[src/rtl/pss_tracker_if.sv]
// Detector-side signal bundle for pss_tracker: sample strobe and detections in, mode/ID/lock/timing out.
interface pss_tracker_if #(
    parameter int unsigned SSB_INTERVAL    = 38400,
    parameter int unsigned TRACK_TOLERANCE = 100,
    parameter int unsigned MAX_MISSES      = 3
);
    localparam int unsigned CNT_W  = $clog2(SSB_INTERVAL + TRACK_TOLERANCE + 1);
    localparam int unsigned MISS_W = $clog2(MAX_MISSES + 1);

    logic              s_axis_in_tvalid;
    logic [1:0]        N_id_2_i;
    logic              N_id_2_valid_i;
    logic [1:0]        mode_o;
    logic [1:0]        requested_N_id_2_o;
    logic [1:0]        N_id_2_o;
    logic              locked_o;
    logic              ssb_start_o;
    logic [CNT_W-1:0]  sample_cnt_o;
    logic [MISS_W-1:0] miss_cnt_o;

    modport master (
        output s_axis_in_tvalid, N_id_2_i, N_id_2_valid_i,
        input  mode_o, requested_N_id_2_o, N_id_2_o, locked_o,
               ssb_start_o, sample_cnt_o, miss_cnt_o
    );

    modport slave (
        input  s_axis_in_tvalid, N_id_2_i, N_id_2_valid_i,
        output mode_o, requested_N_id_2_o, N_id_2_o, locked_o,
               ssb_start_o, sample_cnt_o, miss_cnt_o
    );
endinterface

[src/rtl/pss_tracker.sv]
// PSS SSB timing tracker: SEARCH -> WAIT -> WINDOW flywheel with loss-of-lock after repeated misses.
// Optional macro PSS_TRACKER_STATS_EN adds saturating detect/lost counters.
module pss_tracker #(
    parameter int unsigned SSB_INTERVAL    = 38400,
    parameter int unsigned TRACK_TOLERANCE = 100,
    parameter int unsigned MAX_MISSES      = 3
) (
    input  logic           clk_i,
    input  logic           reset_i,
    pss_tracker_if.slave   bus
`ifdef PSS_TRACKER_STATS_EN
    ,
    output logic [15:0]    detect_cnt_o,
    output logic [15:0]    lost_cnt_o
`endif
);
    localparam int unsigned CNT_W  = $clog2(SSB_INTERVAL + TRACK_TOLERANCE + 1);
    localparam int unsigned MISS_W = $clog2(MAX_MISSES + 1);

    localparam logic [CNT_W-1:0]  L_OPEN  = CNT_W'(SSB_INTERVAL - TRACK_TOLERANCE);
    localparam logic [CNT_W-1:0]  L_CLOSE = CNT_W'(SSB_INTERVAL + TRACK_TOLERANCE);
    localparam logic [CNT_W-1:0]  L_TOL   = CNT_W'(TRACK_TOLERANCE);
    localparam logic [MISS_W-1:0] L_MAXM  = MISS_W'(MAX_MISSES);

    localparam logic [1:0] MODE_SEARCH = 2'd0;
    localparam logic [1:0] MODE_FIND   = 2'd1;
    localparam logic [1:0] MODE_PAUSE  = 2'd2;

    typedef enum logic [1:0] {
        ST_SEARCH = 2'd0,
        ST_WAIT   = 2'd1,
        ST_WINDOW = 2'd2
    } state_t;

    state_t            r_state;
    logic [1:0]        r_mode;
    logic [1:0]        r_req_id;
    logic [1:0]        r_nid;
    logic              r_locked;
    logic              r_ssb_start;
    logic [CNT_W-1:0]  r_cnt;
    logic [MISS_W-1:0] r_miss;

    logic [CNT_W-1:0]  w_cnt_inc;
    logic [MISS_W-1:0] w_miss_inc;
    logic              w_hit;
    logic              w_expire;

    assign w_cnt_inc  = r_cnt + CNT_W'(1);
    assign w_miss_inc = r_miss + MISS_W'(1);
    assign w_hit      = bus.N_id_2_valid_i && (bus.N_id_2_i == r_nid);
    assign w_expire   = bus.s_axis_in_tvalid && (w_cnt_inc == L_CLOSE);

    always_ff @(posedge clk_i) begin
        if (reset_i) begin
            r_state     <= ST_SEARCH;
            r_mode      <= MODE_SEARCH;
            r_req_id    <= 2'd0;
            r_nid       <= 2'd0;
            r_locked    <= 1'b0;
            r_ssb_start <= 1'b0;
            r_cnt       <= '0;
            r_miss      <= '0;
        end else begin
            r_ssb_start <= 1'b0;
            case (r_state)
                ST_SEARCH: begin
                    r_cnt <= '0;
                    if (bus.N_id_2_valid_i) begin
                        r_nid       <= bus.N_id_2_i;
                        r_req_id    <= bus.N_id_2_i;
                        r_miss      <= '0;
                        r_ssb_start <= 1'b1;
                        r_locked    <= 1'b1;
                        r_mode      <= MODE_PAUSE;
                        r_state     <= ST_WAIT;
                    end
                end
                ST_WAIT: begin
                    if (bus.s_axis_in_tvalid) begin
                        r_cnt <= w_cnt_inc;
                        if (w_cnt_inc == L_OPEN) begin
                            r_req_id <= r_nid;
                            r_mode   <= MODE_FIND;
                            r_state  <= ST_WINDOW;
                        end
                    end
                end
                ST_WINDOW: begin
                    // A matching detection outranks both the increment and expiry.
                    if (w_hit) begin
                        r_cnt       <= '0;
                        r_miss      <= '0;
                        r_ssb_start <= 1'b1;
                        r_mode      <= MODE_PAUSE;
                        r_state     <= ST_WAIT;
                    end else if (w_expire) begin
                        if (w_miss_inc == L_MAXM) begin
                            r_cnt    <= '0;
                            r_miss   <= '0;
                            r_locked <= 1'b0;
                            r_mode   <= MODE_SEARCH;
                            r_state  <= ST_SEARCH;
                        end else begin
                            // Flywheel: pretend the SSB landed at its nominal position.
                            r_cnt   <= L_TOL;
                            r_miss  <= w_miss_inc;
                            r_mode  <= MODE_PAUSE;
                            r_state <= ST_WAIT;
                        end
                    end else if (bus.s_axis_in_tvalid) begin
                        r_cnt <= w_cnt_inc;
                    end
                end
                default: begin
                    r_cnt    <= '0;
                    r_miss   <= '0;
                    r_locked <= 1'b0;
                    r_mode   <= MODE_SEARCH;
                    r_state  <= ST_SEARCH;
                end
            endcase
        end
    end

    assign bus.mode_o             = r_mode;
    assign bus.requested_N_id_2_o = r_req_id;
    assign bus.N_id_2_o           = r_nid;
    assign bus.locked_o           = r_locked;
    assign bus.ssb_start_o        = r_ssb_start;
    assign bus.sample_cnt_o       = r_cnt;
    assign bus.miss_cnt_o         = r_miss;

`ifdef PSS_TRACKER_STATS_EN
    logic [15:0] r_detect_cnt;
    logic [15:0] r_lost_cnt;
    logic        w_accept;
    logic        w_lose;

    assign w_accept = ((r_state == ST_SEARCH) && bus.N_id_2_valid_i) ||
                      ((r_state == ST_WINDOW) && w_hit);
    assign w_lose   = (r_state == ST_WINDOW) && !w_hit && w_expire && (w_miss_inc == L_MAXM);

    // Saturating event counters.
    always_ff @(posedge clk_i) begin
        if (reset_i) begin
            r_detect_cnt <= 16'd0;
            r_lost_cnt   <= 16'd0;
        end else begin
            if (w_accept && (r_detect_cnt != 16'hFFFF)) r_detect_cnt <= r_detect_cnt + 16'd1;
            if (w_lose && (r_lost_cnt != 16'hFFFF))     r_lost_cnt   <= r_lost_cnt + 16'd1;
        end
    end

    assign detect_cnt_o = r_detect_cnt;
    assign lost_cnt_o   = r_lost_cnt;
`endif
endmodule

[src/flat_wrapper.sv]
// flat-port wrapper written by rule: the top's interface ports become plain ports
module pss_tracker_flat 
#(
    parameter int unsigned SSB_INTERVAL    = 38400,
    parameter int unsigned TRACK_TOLERANCE = 100,
    parameter int unsigned MAX_MISSES      = 3
)
  (clk_i, reset_i, bus_s_axis_in_tvalid, bus_N_id_2_i, bus_N_id_2_valid_i, bus_mode_o, bus_requested_N_id_2_o, bus_N_id_2_o, bus_locked_o, bus_ssb_start_o, bus_sample_cnt_o, bus_miss_cnt_o);
  pss_tracker_if #(.SSB_INTERVAL(SSB_INTERVAL), .TRACK_TOLERANCE(TRACK_TOLERANCE), .MAX_MISSES(MAX_MISSES)) bus_i ();
  input  logic clk_i;
  input  logic reset_i;
  input wire logic [$bits(bus_i.s_axis_in_tvalid)-1:0] bus_s_axis_in_tvalid;
  input wire logic [$bits(bus_i.N_id_2_i)-1:0] bus_N_id_2_i;
  input wire logic [$bits(bus_i.N_id_2_valid_i)-1:0] bus_N_id_2_valid_i;
  output wire logic [$bits(bus_i.mode_o)-1:0] bus_mode_o;
  output wire logic [$bits(bus_i.requested_N_id_2_o)-1:0] bus_requested_N_id_2_o;
  output wire logic [$bits(bus_i.N_id_2_o)-1:0] bus_N_id_2_o;
  output wire logic [$bits(bus_i.locked_o)-1:0] bus_locked_o;
  output wire logic [$bits(bus_i.ssb_start_o)-1:0] bus_ssb_start_o;
  output wire logic [$bits(bus_i.sample_cnt_o)-1:0] bus_sample_cnt_o;
  output wire logic [$bits(bus_i.miss_cnt_o)-1:0] bus_miss_cnt_o;
  assign bus_i.s_axis_in_tvalid = bus_s_axis_in_tvalid;
  assign bus_i.N_id_2_i = bus_N_id_2_i;
  assign bus_i.N_id_2_valid_i = bus_N_id_2_valid_i;
  assign bus_mode_o = bus_i.mode_o;
  assign bus_requested_N_id_2_o = bus_i.requested_N_id_2_o;
  assign bus_N_id_2_o = bus_i.N_id_2_o;
  assign bus_locked_o = bus_i.locked_o;
  assign bus_ssb_start_o = bus_i.ssb_start_o;
  assign bus_sample_cnt_o = bus_i.sample_cnt_o;
  assign bus_miss_cnt_o = bus_i.miss_cnt_o;
  pss_tracker #(.SSB_INTERVAL(SSB_INTERVAL), .TRACK_TOLERANCE(TRACK_TOLERANCE), .MAX_MISSES(MAX_MISSES)) u_core (.clk_i(clk_i), .reset_i(reset_i), .bus(bus_i));
endmodule
[config.mk]
export PLATFORM = sky130hd
export DESIGN_NAME = pss_tracker_flat
export DESIGN_NICKNAME = d
export VERILOG_FILES = /design/src/rtl/pss_tracker_if.sv /design/src/rtl/pss_tracker.sv /design/src/flat_wrapper.sv
export SDC_FILE = /design/constraint.sdc
export NUM_CORES = 1
export LEC_CHECK = 0
export CAP_MARGIN = 20
export CORE_MARGIN = 1
export CORE_UTILIZATION = 25
export DETAILED_ROUTE_END_ITERATION = 16
export PLACE_DENSITY = 0.44
export RECOVER_POWER = 50
export SKIP_CTS_REPAIR_TIMING = 1
export SLEW_MARGIN = 20
export SYNTH_ARGS = -nofsm -noshare
export SYNTH_HDL_FRONTEND = slang
export SYNTH_SLANG_ARGS = --single-unit
[constraint.sdc]
create_clock -name clk_i -period 4.29 [get_ports clk_i]
set_input_delay 1.287 -clock clk_i [delete_from_list [all_inputs] [get_ports clk_i]]
set_output_delay 1.287 -clock clk_i [all_outputs]
set_load 0.01 [all_outputs]
==> reports/summary.txt, run 1 <==
CP peak stage delay -> 0.57 ns
register bit total from synthesis -> 26
Final Core Density -> 33.87%
Max Clk Rate -> 0.3169 GHz
DP Cell Count -> 295
Setup TNS -> 0 ns
Initial Util -> 26.58%
RSZ-0062 raised after global routing -> false
first-pass GRT wire length -> 6713 um
FP Rows -> 28
CTS max path bufs -> 2
status -> finished clean
cell-internal power -> 0.4422 mW
Seq. cell area -> 520.5 um2
Setup Crit Path Kind -> in -> reg
Slew headroom -> 64.07%
maxcap violations -> 0
leakage -> 0.7697 nW
DP Wirelength -> 2965 um
clock latency on the worst-skew pair -> 0.28 ns
Cell Count, Final, Fillers Out -> 299
Layout area overhead -> 27.41%
# diodes -> 0
DRT iter0 DRCs -> 47
width of the die -> 82.51 um
multi-input gate area in the final layout -> 1031 um2
VDD IR max -> 0.2015 mV
EDFF count, synth -> 0
Startpoint Class -> input port
synthesized area -> 1620 um2
pins over their slew limit -> 0
CP Data Arrival Time -> 3.34 ns
PD cells -> 296.6 nW/um2
share of cells above drive strength 1 -> 7.143%
switch share -> 27.79%
Psw -> 0.1701 mW
CP top delay family -> simple AND/OR/NAND/NOR gates
fill cell count -> 666
core area -> 6096 um2
critical path peak fanout -> 10
CTS Sinks -> 26
post-route ant nets -> 0
sequential power share -> 43.6%
die height -> 82.51 um
first-pass iteration count of the detailed router -> 4
Routability Congestion -> 0.7157
Cell variety after synth -> 45
IO Count -> 32
Final #Nets -> 236
Setup Viol. Count Final -> 0
wire per inst -> 13.73 um
total CTS buffers -> 3
worst endpoint required time -> 4.48 ns
prevailing post-synth register cell -> dfxtp_1
vias per cell -> 4.946
Total GRT Usage -> 13.01%
syn_area_per_cell -> 8.267 um2
worst path bufs/invs -> 2
Total Die Area -> 6807 um2
port bufs -> 31
total number of vias -> 1479
Final Hold Fails -> 0
Comb pwr share -> 21.3%
Slowest-stage cell, CP -> or4_4
clock share of power -> 35.1%
total gr overflow -> 0
clock slew at reported path FFs -> 0.10 ns
CP endpoint kind -> register
DRC -> 0
htree depth -> 1
Post-Route WL -> 4106 um
synthesized instance count -> 196
post-synthesis sequential area ratio -> 32.12%
min cycle time layout -> 3.156 ns
Worst Max-Slew Pin Slew -> 0.5322 ns
async set-reset flop share out of synthesis -> 0%
Hold Path Class -> reg -> reg
TritonCTS clock tree -> built
syn nets -> 207
Final Cycle Share -> 73.57%
worst path cell trace -> clkdlybuf4s50_1 -> buf_4 -> nand2_1 -> nor2_1 -> nand3_1 -> or4_4 -> o21ai_4 -> a211oi_1 -> a31o_2
synth warn -> 0
clk_skew -> 0.003504 ns
number of global-route vias before repair -> 1363
Root Buffer -> clkbuf_8
antenna violations before repair -> 0
largest net degree at the start of global routing -> 16
power by group through the flow:
stage | Clock, mW | Combinational [mW] | Sequential, mW
2_1_floorplan | 0 | 0.0753 | 0.279
3_3_place_gp | 0 | 0.137 | 0.274
3_5_place_dp | 0 | 0.135 | 0.274
4_1_cts | 0.220 | 0.137 | 0.268
5_1_grt | 0.232 | 0.149 | 0.270
6_report | 0.215 | 0.130 | 0.267
cells by family (layout without fill, tap and decap cells):
logic type      Yosys count  count (layout)  synth area share (%)
simple gates             94              94                 32.59
fa+ha+maj                 5               5                 3.861
flops                    26              26                 32.12
buf+inv                  15              43                 4.247
compound gates           30              30                 12.82
xor+xnor                 22              22                 11.89
mux                       4               4                 2.471
cell usage in the layout, fill, tap and decap left out, drive strengths merged, types with 2 or more instances in the layout:
master / n
or2: 2
xor2: 10
mux2i: 4
or3: 2
clkdlybuf4s50: 6
a21oi: 9
and2: 2
a311oi: 2
nor2: 27
nor2b: 3
nor3: 2
ha: 5
xnor2: 12
buf: 2
clkbuf: 3
and3: 2
nand2b: 3
a211oi: 2
nand4: 9
nand2: 20
o21ai: 9
inv: 6
dlygate4sd3: 25
nor4: 3
nor4b: 3
nand3: 9
or4: 2
dfxtp: 26
layer usage:
layer | part of all wire (%) | vias to the layer above | wire length (um) | GRT usage (%)
li1 | - | 747 | - | -
met1 | 50 | 697 | 2039 | 17.03
met2 | 44 | 30 | 1823 | 21.32
met3 | 5.2 | 5 | 212 | 3.187
met4 | 0.73 | 0 | 30 | 3.276
met5 | 0 | - | 0 | 0
cell type report:
class	count	area share, %
inverters	6	1.091
repair buffers	33	15.76
flip-flops and latches	26	25.21
multi-input cells	155	49.94
clock inverters	1	1.455
well taps	75	4.545
clock buffers	3	2.000
path summary, 6_finish.rpt:
path | to | start | depth (start not counted) | slack [ns]
max | u_core.r_state[0]$_SDFFE_PP0P_ | bus_s_axis_in_tvalid | 9 | 1.13
min | u_core.bus.locked_o$_SDFFE_PP0P_ | u_core.bus.locked_o$_SDFFE_PP0P_ | 2 | 0.48
max reg2reg | u_core.r_state[0]$_SDFFE_PP0P_ | u_core.bus.sample_cnt_o[0]$_SDFF_PP0_ | 7 | 1.54
min reg2reg | u_core.bus.locked_o$_SDFFE_PP0P_ | u_core.bus.locked_o$_SDFFE_PP0P_ | 2 | 0.48
metrics by stage:
| step | cell area, um2 | total power [mW] | setup WS (ns) | hold WS [ns] |
|---|---|---|---|---|
| after floorplan | 1620 | 0.3545 | 1.242 | 0.4983 |
| after global placement | 1993 | 0.4111 | 0.8678 | 0.4713 |
| after detailed placement | 1993 | 0.4092 | 0.8299 | 0.4752 |
| after CTS | 2064 | 0.6245 | 1.134 | 0.4904 |
| after global routing | 2064 | 0.6505 | 0.9735 | 0.5318 |
| final | 2064 | 0.6123 | 1.134 | 0.4785 |
flip-flops by register name (all words and copies together), names as in the netlist:
name / flops
u_core.bus.locked_o: 1
u_core.r_state: 1
u_core.bus.sample_cnt_o: 16
u_core.bus.requested_N_id_2_o: 2
u_core.bus.miss_cnt_o: 2
u_core.bus.ssb_start_o: 1
u_core.bus.mode_o: 1
u_core.bus.N_id_2_o: 2
tightest hold or removal path, cell delays in order, from the launching register on:
cell	delay [ns]
dfxtp_1	0.32
o21ai_0	0.06
a21oi_1	0.06
synth_stat cells (2+ instances only):
master | instances | area, um2
ha_1 | 5 | 62.56
a211oi_1 | 2 | 15.01
or3_1 | 2 | 12.51
inv_1 | 6 | 22.52
nor4b_1 | 3 | 26.28
nor2_1 | 27 | 101.4
and3_1 | 2 | 12.51
a21oi_1 | 9 | 45.04
nor2b_1 | 3 | 18.77
buf_4 | 2 | 15.01
nand3_1 | 9 | 45.04
nand4_1 | 7 | 43.79
xor2_1 | 10 | 87.58
clkbuf_1 | 3 | 11.26
mux2i_1 | 4 | 40.04
buf_2 | 4 | 20.02
nand4_4 | 2 | 42.54
xnor2_1 | 12 | 105.1
nand2b_1 | 3 | 18.77
dfxtp_1 | 26 | 520.5
a311oi_1 | 2 | 17.52
or2_2 | 2 | 12.51
nor4_1 | 2 | 12.51
nor3_1 | 2 | 10.01
o21ai_0 | 8 | 40.04
nand2_1 | 20 | 75.07
Note: power is estimated with default switching activity, not from simulation.
==> run 2: changes to the inputs <==
clock period = 3 ns   (was 4.29 ns; I/O delays follow)
==> run 2 against run 1 <==
  * Highest routed layer unchanged
  * Die area did not move
  * Clock skew barely moved
  * Clock power rose by 7%
  * Register-to-register slack got worse by 1.0 ns
==> reports/summary.txt, run 2 (synthesis gave the netlist of run 1 again) <==
die height -> 82.51 um
# diodes -> 0
Post-Route WL -> 4100 um
CTS max path bufs -> 2
Setup TNS -> 0 ns
total gr overflow -> 0
number of global-route vias before repair -> 1401
IO Count -> 32
commonest cells after routing, fill and taps aside -> nor2_1 (27), dfxtp_1 (26), dlygate4sd3_1 (24)
Max Clk Rate -> 0.3830 GHz
Setup Crit Path Kind -> in -> reg
DP Wirelength -> 3103 um
CP Data Arrival Time -> 2.78 ns
TritonCTS clock tree -> built
clk_skew -> 0.003197 ns
fill cell count -> 678
Routability Congestion -> 0.7429
Hold Path Class -> reg -> reg
maxcap violations -> 0
commonest non-fill, non-tap cell in the layout -> nor2_1
core area -> 6096 um2
Final Cycle Share -> 87.03%
clock latency on the worst-skew pair -> 0.27 ns
Final Core Density -> 34.52%
worst endpoint required time -> 3.17 ns
max reg flops -> 16
Total Die Area -> 6807 um2
Seq. cell area -> 520.5 um2
RSZ-0062 raised after global routing -> false
min cycle time layout -> 2.611 ns
status -> finished clean
Initial Util -> 26.58%
critical path peak fanout -> 6
Slowest-stage cell, CP -> or4_4
pins over their slew limit -> 0
htree depth -> 1
first-pass GRT wire length -> 6893 um
width of the die -> 82.51 um
PD cells -> 379.8 nW/um2
VDD IR max -> 0.2298 mV
first-pass iteration count of the detailed router -> 4
port bufs -> 31
DRT iter0 DRCs -> 50
Startpoint Class -> input port
Hold Path End -> u_core.bus.locked_o$_SDFFE_PP0P_
post-route ant nets -> 0
worst r2r src -> u_core.bus.sample_cnt_o[2]$_SDFF_PP0_
largest net degree at the start of global routing -> 15
WHS -> 0.4788 ns
total CTS buffers -> 3
total power -> 0.7992 mW
DRC -> 0
FP Rows -> 28
share of cells above drive strength 1 -> 9.914%
CP endpoint kind -> register
Worst Max-Slew Pin Slew -> 0.4809 ns
Total GRT Usage -> 13.35%
Layout area overhead -> 29.88%
Final Hold Fails -> 0
CP peak stage delay -> 0.58 ns
hold depth -> 2
vias per cell -> 4.909
Slew headroom -> 67.54%
Final #Nets -> 244
leakage -> 0.7986 nW
Root Buffer -> clkbuf_8
Worst Hold Launch -> u_core.bus.locked_o$_SDFFE_PP0P_
antenna violations before repair -> 0
r2r setup slk -> 0.53 ns
Setup Viol. Count Final -> 0
wire per inst -> 13.36 um
CTS Sinks -> 26
multi-input gate area in the final layout -> 1031 um2
clock slew at reported path FFs -> 0.09 ns
worst path cell trace -> clkdlybuf4s50_1 -> nand2_1 -> nor2_1 -> nand3_1 -> or4_4 -> o21ai_4 -> a211oi_1 -> a31o_2
FF-to-FF path depth -> 6
RR Endpoint -> u_core.bus.mode_o[0]$_SDFFE_PP0P_
total number of vias -> 1507
[run 2: cell count changes in the layout (fill, tap and decap cells not counted), sizes merged]
cell	previous run	this run
buf	2	9
clkdlybuf4s50	6	7
bufinv	1	0
dlygate4sd3	25	24
clkbuf	3	5
[run 2: worst max path at each step]
stage	slack [ns]	cells past startpoint	start	endpoint
floorplan	0.34	7	bus_s_axis_in_tvalid	u_core.bus.mode_o[0]$_SDFFE_PP0P_
finish	0.39	8	bus_s_axis_in_tvalid	u_core.r_state[0]$_SDFFE_PP0P_
CTS	0.37	7	bus_s_axis_in_tvalid	u_core.bus.mode_o[0]$_SDFFE_PP0P_
detailed placement	0.08	8	bus_s_axis_in_tvalid	u_core.r_state[0]$_SDFFE_PP0P_
global route	0.23	8	bus_s_axis_in_tvalid	u_core.bus.requested_N_id_2_o[0]$_SDFFE_PP0P_
global placement	0.09	8	bus_s_axis_in_tvalid	u_core.r_state[0]$_SDFFE_PP0P_
[run 2: area by class of cell]
| type | instances | share of cell area, % |
|---|---|---|
| Clock buffer | 4 | 2.616 |
| Sequential cell | 26 | 24.73 |
| Tap cell | 75 | 4.459 |
| Multi-Input combinational cell | 155 | 48.99 |
| Inverter | 6 | 1.070 |
| Timing Repair Buffer | 41 | 18.13 |
[run 2: critical path, delay by kind of cell]
family                 cells  cell delay (ns)
buffers and inverters      1             0.48
AOI/OAI and AO/OA          3             0.53
and+or+nand+nor            4             0.88
[run 2: stage by stage]
| step | std cells | instance area [um2] | setup WS, ns |
|---|---|---|---|
| after floorplan | 196 | 1620 | 0.3386 |
| after global placement | 303 | 2053 | 0.08804 |
| after detailed placement | 303 | 2053 | 0.07540 |
| after CTS | 307 | 2108 | 0.3739 |
| after global routing | 307 | 2105 | 0.2328 |
| final | 307 | 2105 | 0.3890 |
[run 2: power breakdown]
part	switching, mW	leakage (nW)	internal (mW)
Sequential	0.0138	0.211	0.367
Clock	0.112	0.0288	0.117
Combinational	0.100	0.559	0.0886
[run 2: metal layers]
metal,GRT usage (%),routed length [um],share of wire (%)
met5,0,0,0
met4,2.586,19,0.46
met3,2.637,150,3.7
met2,21.49,1885,46
met1,18.48,2045,50
==> run 3: changes to the inputs <==
CORE_UTILIZATION = 51   (was 25)
PLACE_DENSITY = 0.78   (was 0.44)
==> run 3 against run 2 <==
  * Design area fell by 4.9%
  * Critical path depth down 1
  * Routed wire length down 9.3%
  * Sequential power barely moved
  * Worst hold slack improved by 0.0055 ns
  * Die area shrank 50%
  * Critical path type is now reg -> reg
==> reports/summary.txt, run 3 (synthesis gave the netlist of run 1 again) <==
status -> finished clean
clk_skew -> 0.001579 ns
first-pass iteration count of the detailed router -> 4
die height -> 58.37 um
Setup TNS -> 0 ns
largest net degree at the start of global routing -> 15
worst r2r src -> u_core.bus.sample_cnt_o[0]$_SDFF_PP0_
port bufs -> 31
worst path cell trace -> ha_1 -> nand2_1 -> nor2_1 -> xor2_1 -> or4_1 -> or3_1 -> a221oi_2
DP Wirelength -> 2749 um
Max Clk Rate -> 0.3716 GHz
CP peak stage delay -> 0.61 ns
Root Buffer -> clkbuf_4
Routability Congestion -> 0.8330
PD cells -> 372.6 nW/um2
min cycle time layout -> 2.691 ns
number of global-route vias before repair -> 1456
IO Count -> 32
Worst Hold Launch -> u_core.bus.locked_o$_SDFFE_PP0P_
pins over their slew limit -> 0
CTS max path bufs -> 2
max reg flops -> 16
maxcap violations -> 0
Total GRT Usage -> 23.60%
Slowest-stage cell, CP -> or4_1
antenna violations before repair -> 0
Final Cycle Share -> 89.71%
Final #Nets -> 238
DRC -> 0
worst path bufs/invs -> 0
total power -> 0.7459 mW
total CTS buffers -> 3
Hold Path Class -> reg -> reg
commonest non-fill, non-tap cell in the layout -> nor2_1
CP top delay family -> simple AND/OR/NAND/NOR gates
CTS Sinks -> 26
Final Hold Fails -> 0
RSZ-0062 raised after global routing -> false
fill cell count -> 266
wire per inst -> 13.78 um
Initial Util -> 53.51%
leakage -> 0.7604 nW
clock slew at reported path FFs -> 0.14 ns
commonest cells after routing, fill and taps aside -> nor2_1 (27), dfxtp_1 (26), dlygate4sd3_1 (25)
vias per cell -> 5.707
core area -> 3028 um2
VDD IR max -> 0.1761 mV
CP Data Arrival Time -> 2.94 ns
width of the die -> 58.37 um
hold depth -> 2
total gr overflow -> 0
Worst Max-Slew Pin Slew -> 0.4768 ns
FF-to-FF path depth -> 7
worst endpoint required time -> 3.25 ns
Setup Viol. Count Final -> 0
post-route ant nets -> 0
total number of vias -> 1541
TritonCTS clock tree -> built
RR Endpoint -> u_core.bus.mode_o[0]$_SDFFE_PP0P_
htree depth -> 1
FP Rows -> 20
first-pass GRT wire length -> 6251 um
Slew headroom -> 68.17%
clock latency on the worst-skew pair -> 0.32 ns
DRT iter0 DRCs -> 55
Hold Path End -> u_core.bus.locked_o$_SDFFE_PP0P_
critical path peak fanout -> 8
Post-Route WL -> 3720 um
Setup Crit Path Kind -> reg -> reg
r2r setup slk -> 0.31 ns
share of cells above drive strength 1 -> 7.522%
Startpoint Class -> register
Total Die Area -> 3406 um2
Layout area overhead -> 23.55%
CP endpoint kind -> register
# diodes -> 0
[run 3: cell count changes in the layout (fill, tap and decap cells not counted), sizes merged]
cell,previous run,this run
dlygate4sd3,24,25
buf,9,3
clkdlybuf4s50,7,6
[run 3: worst max path at each step]
stage / startpoint / cells past startpoint / end
6_report: u_core.bus.sample_cnt_o[0]$_SDFF_PP0_ / 7 / u_core.bus.mode_o[0]$_SDFFE_PP0P_
5_1_grt: u_core.bus.sample_cnt_o[0]$_SDFF_PP0_ / 7 / u_core.bus.miss_cnt_o[0]$_SDFFE_PP0P_
4_1_cts: u_core.bus.sample_cnt_o[0]$_SDFF_PP0_ / 7 / u_core.bus.mode_o[0]$_SDFFE_PP0P_
3_5_place_dp: bus_s_axis_in_tvalid / 8 / u_core.r_state[0]$_SDFFE_PP0P_
3_3_place_gp: bus_s_axis_in_tvalid / 8 / u_core.r_state[0]$_SDFFE_PP0P_
2_1_floorplan: bus_s_axis_in_tvalid / 7 / u_core.bus.mode_o[0]$_SDFFE_PP0P_
[run 3: power breakdown]
part / switching [mW] / total, mW / internal, mW
registers: 0.0144 / 0.382 / 0.367
logic: 0.0977 / 0.184 / 0.0867
clock network: 0.106 / 0.180 / 0.0743
[run 3: metal layers]
metal	part of all wire, %	vias up	global-route usage (%)
met3	4.4	4	2.198
met4	1.2	0	10.88
met1	45	727	30.40
met5	0	-	0
li1	-	752	-
met2	49	58	40.07
[run 3: layout make-up]
cell class	count	area, um2	area share, %
flip-flops and latches	26	520.5	26.00
well taps	44	55.05	2.750
multi-input cells	155	1031	51.50
inverters	6	22.52	1.125
clock buffers	4	36.28	1.812
repair buffers	35	336.6	16.81
[run 3: worst reg2reg max path, cell delays in order (launching register included)]
cell      delay (ns)
dfxtp_1         0.54
ha_1            0.36
nand2_1         0.19
nor2_1          0.21
xor2_1          0.11
or4_1           0.61
or3_1           0.39
a221oi_2        0.21
[run 3: metrics by stage]
stage	hold slack [ns]	util, %	setup slack [ns]	instances	instance area [um2]
after floorplan	0.4983	-	0.3386	196	1620
after global placement	0.4651	65.04	0.1074	266	1969
after detailed placement	0.4677	65.04	0.05862	266	1969
after CTS	0.4891	66.24	0.3283	270	2006
after global routing	0.5332	66.12	0.1487	270	2002
final	0.4844	66.12	0.3088	270	2002
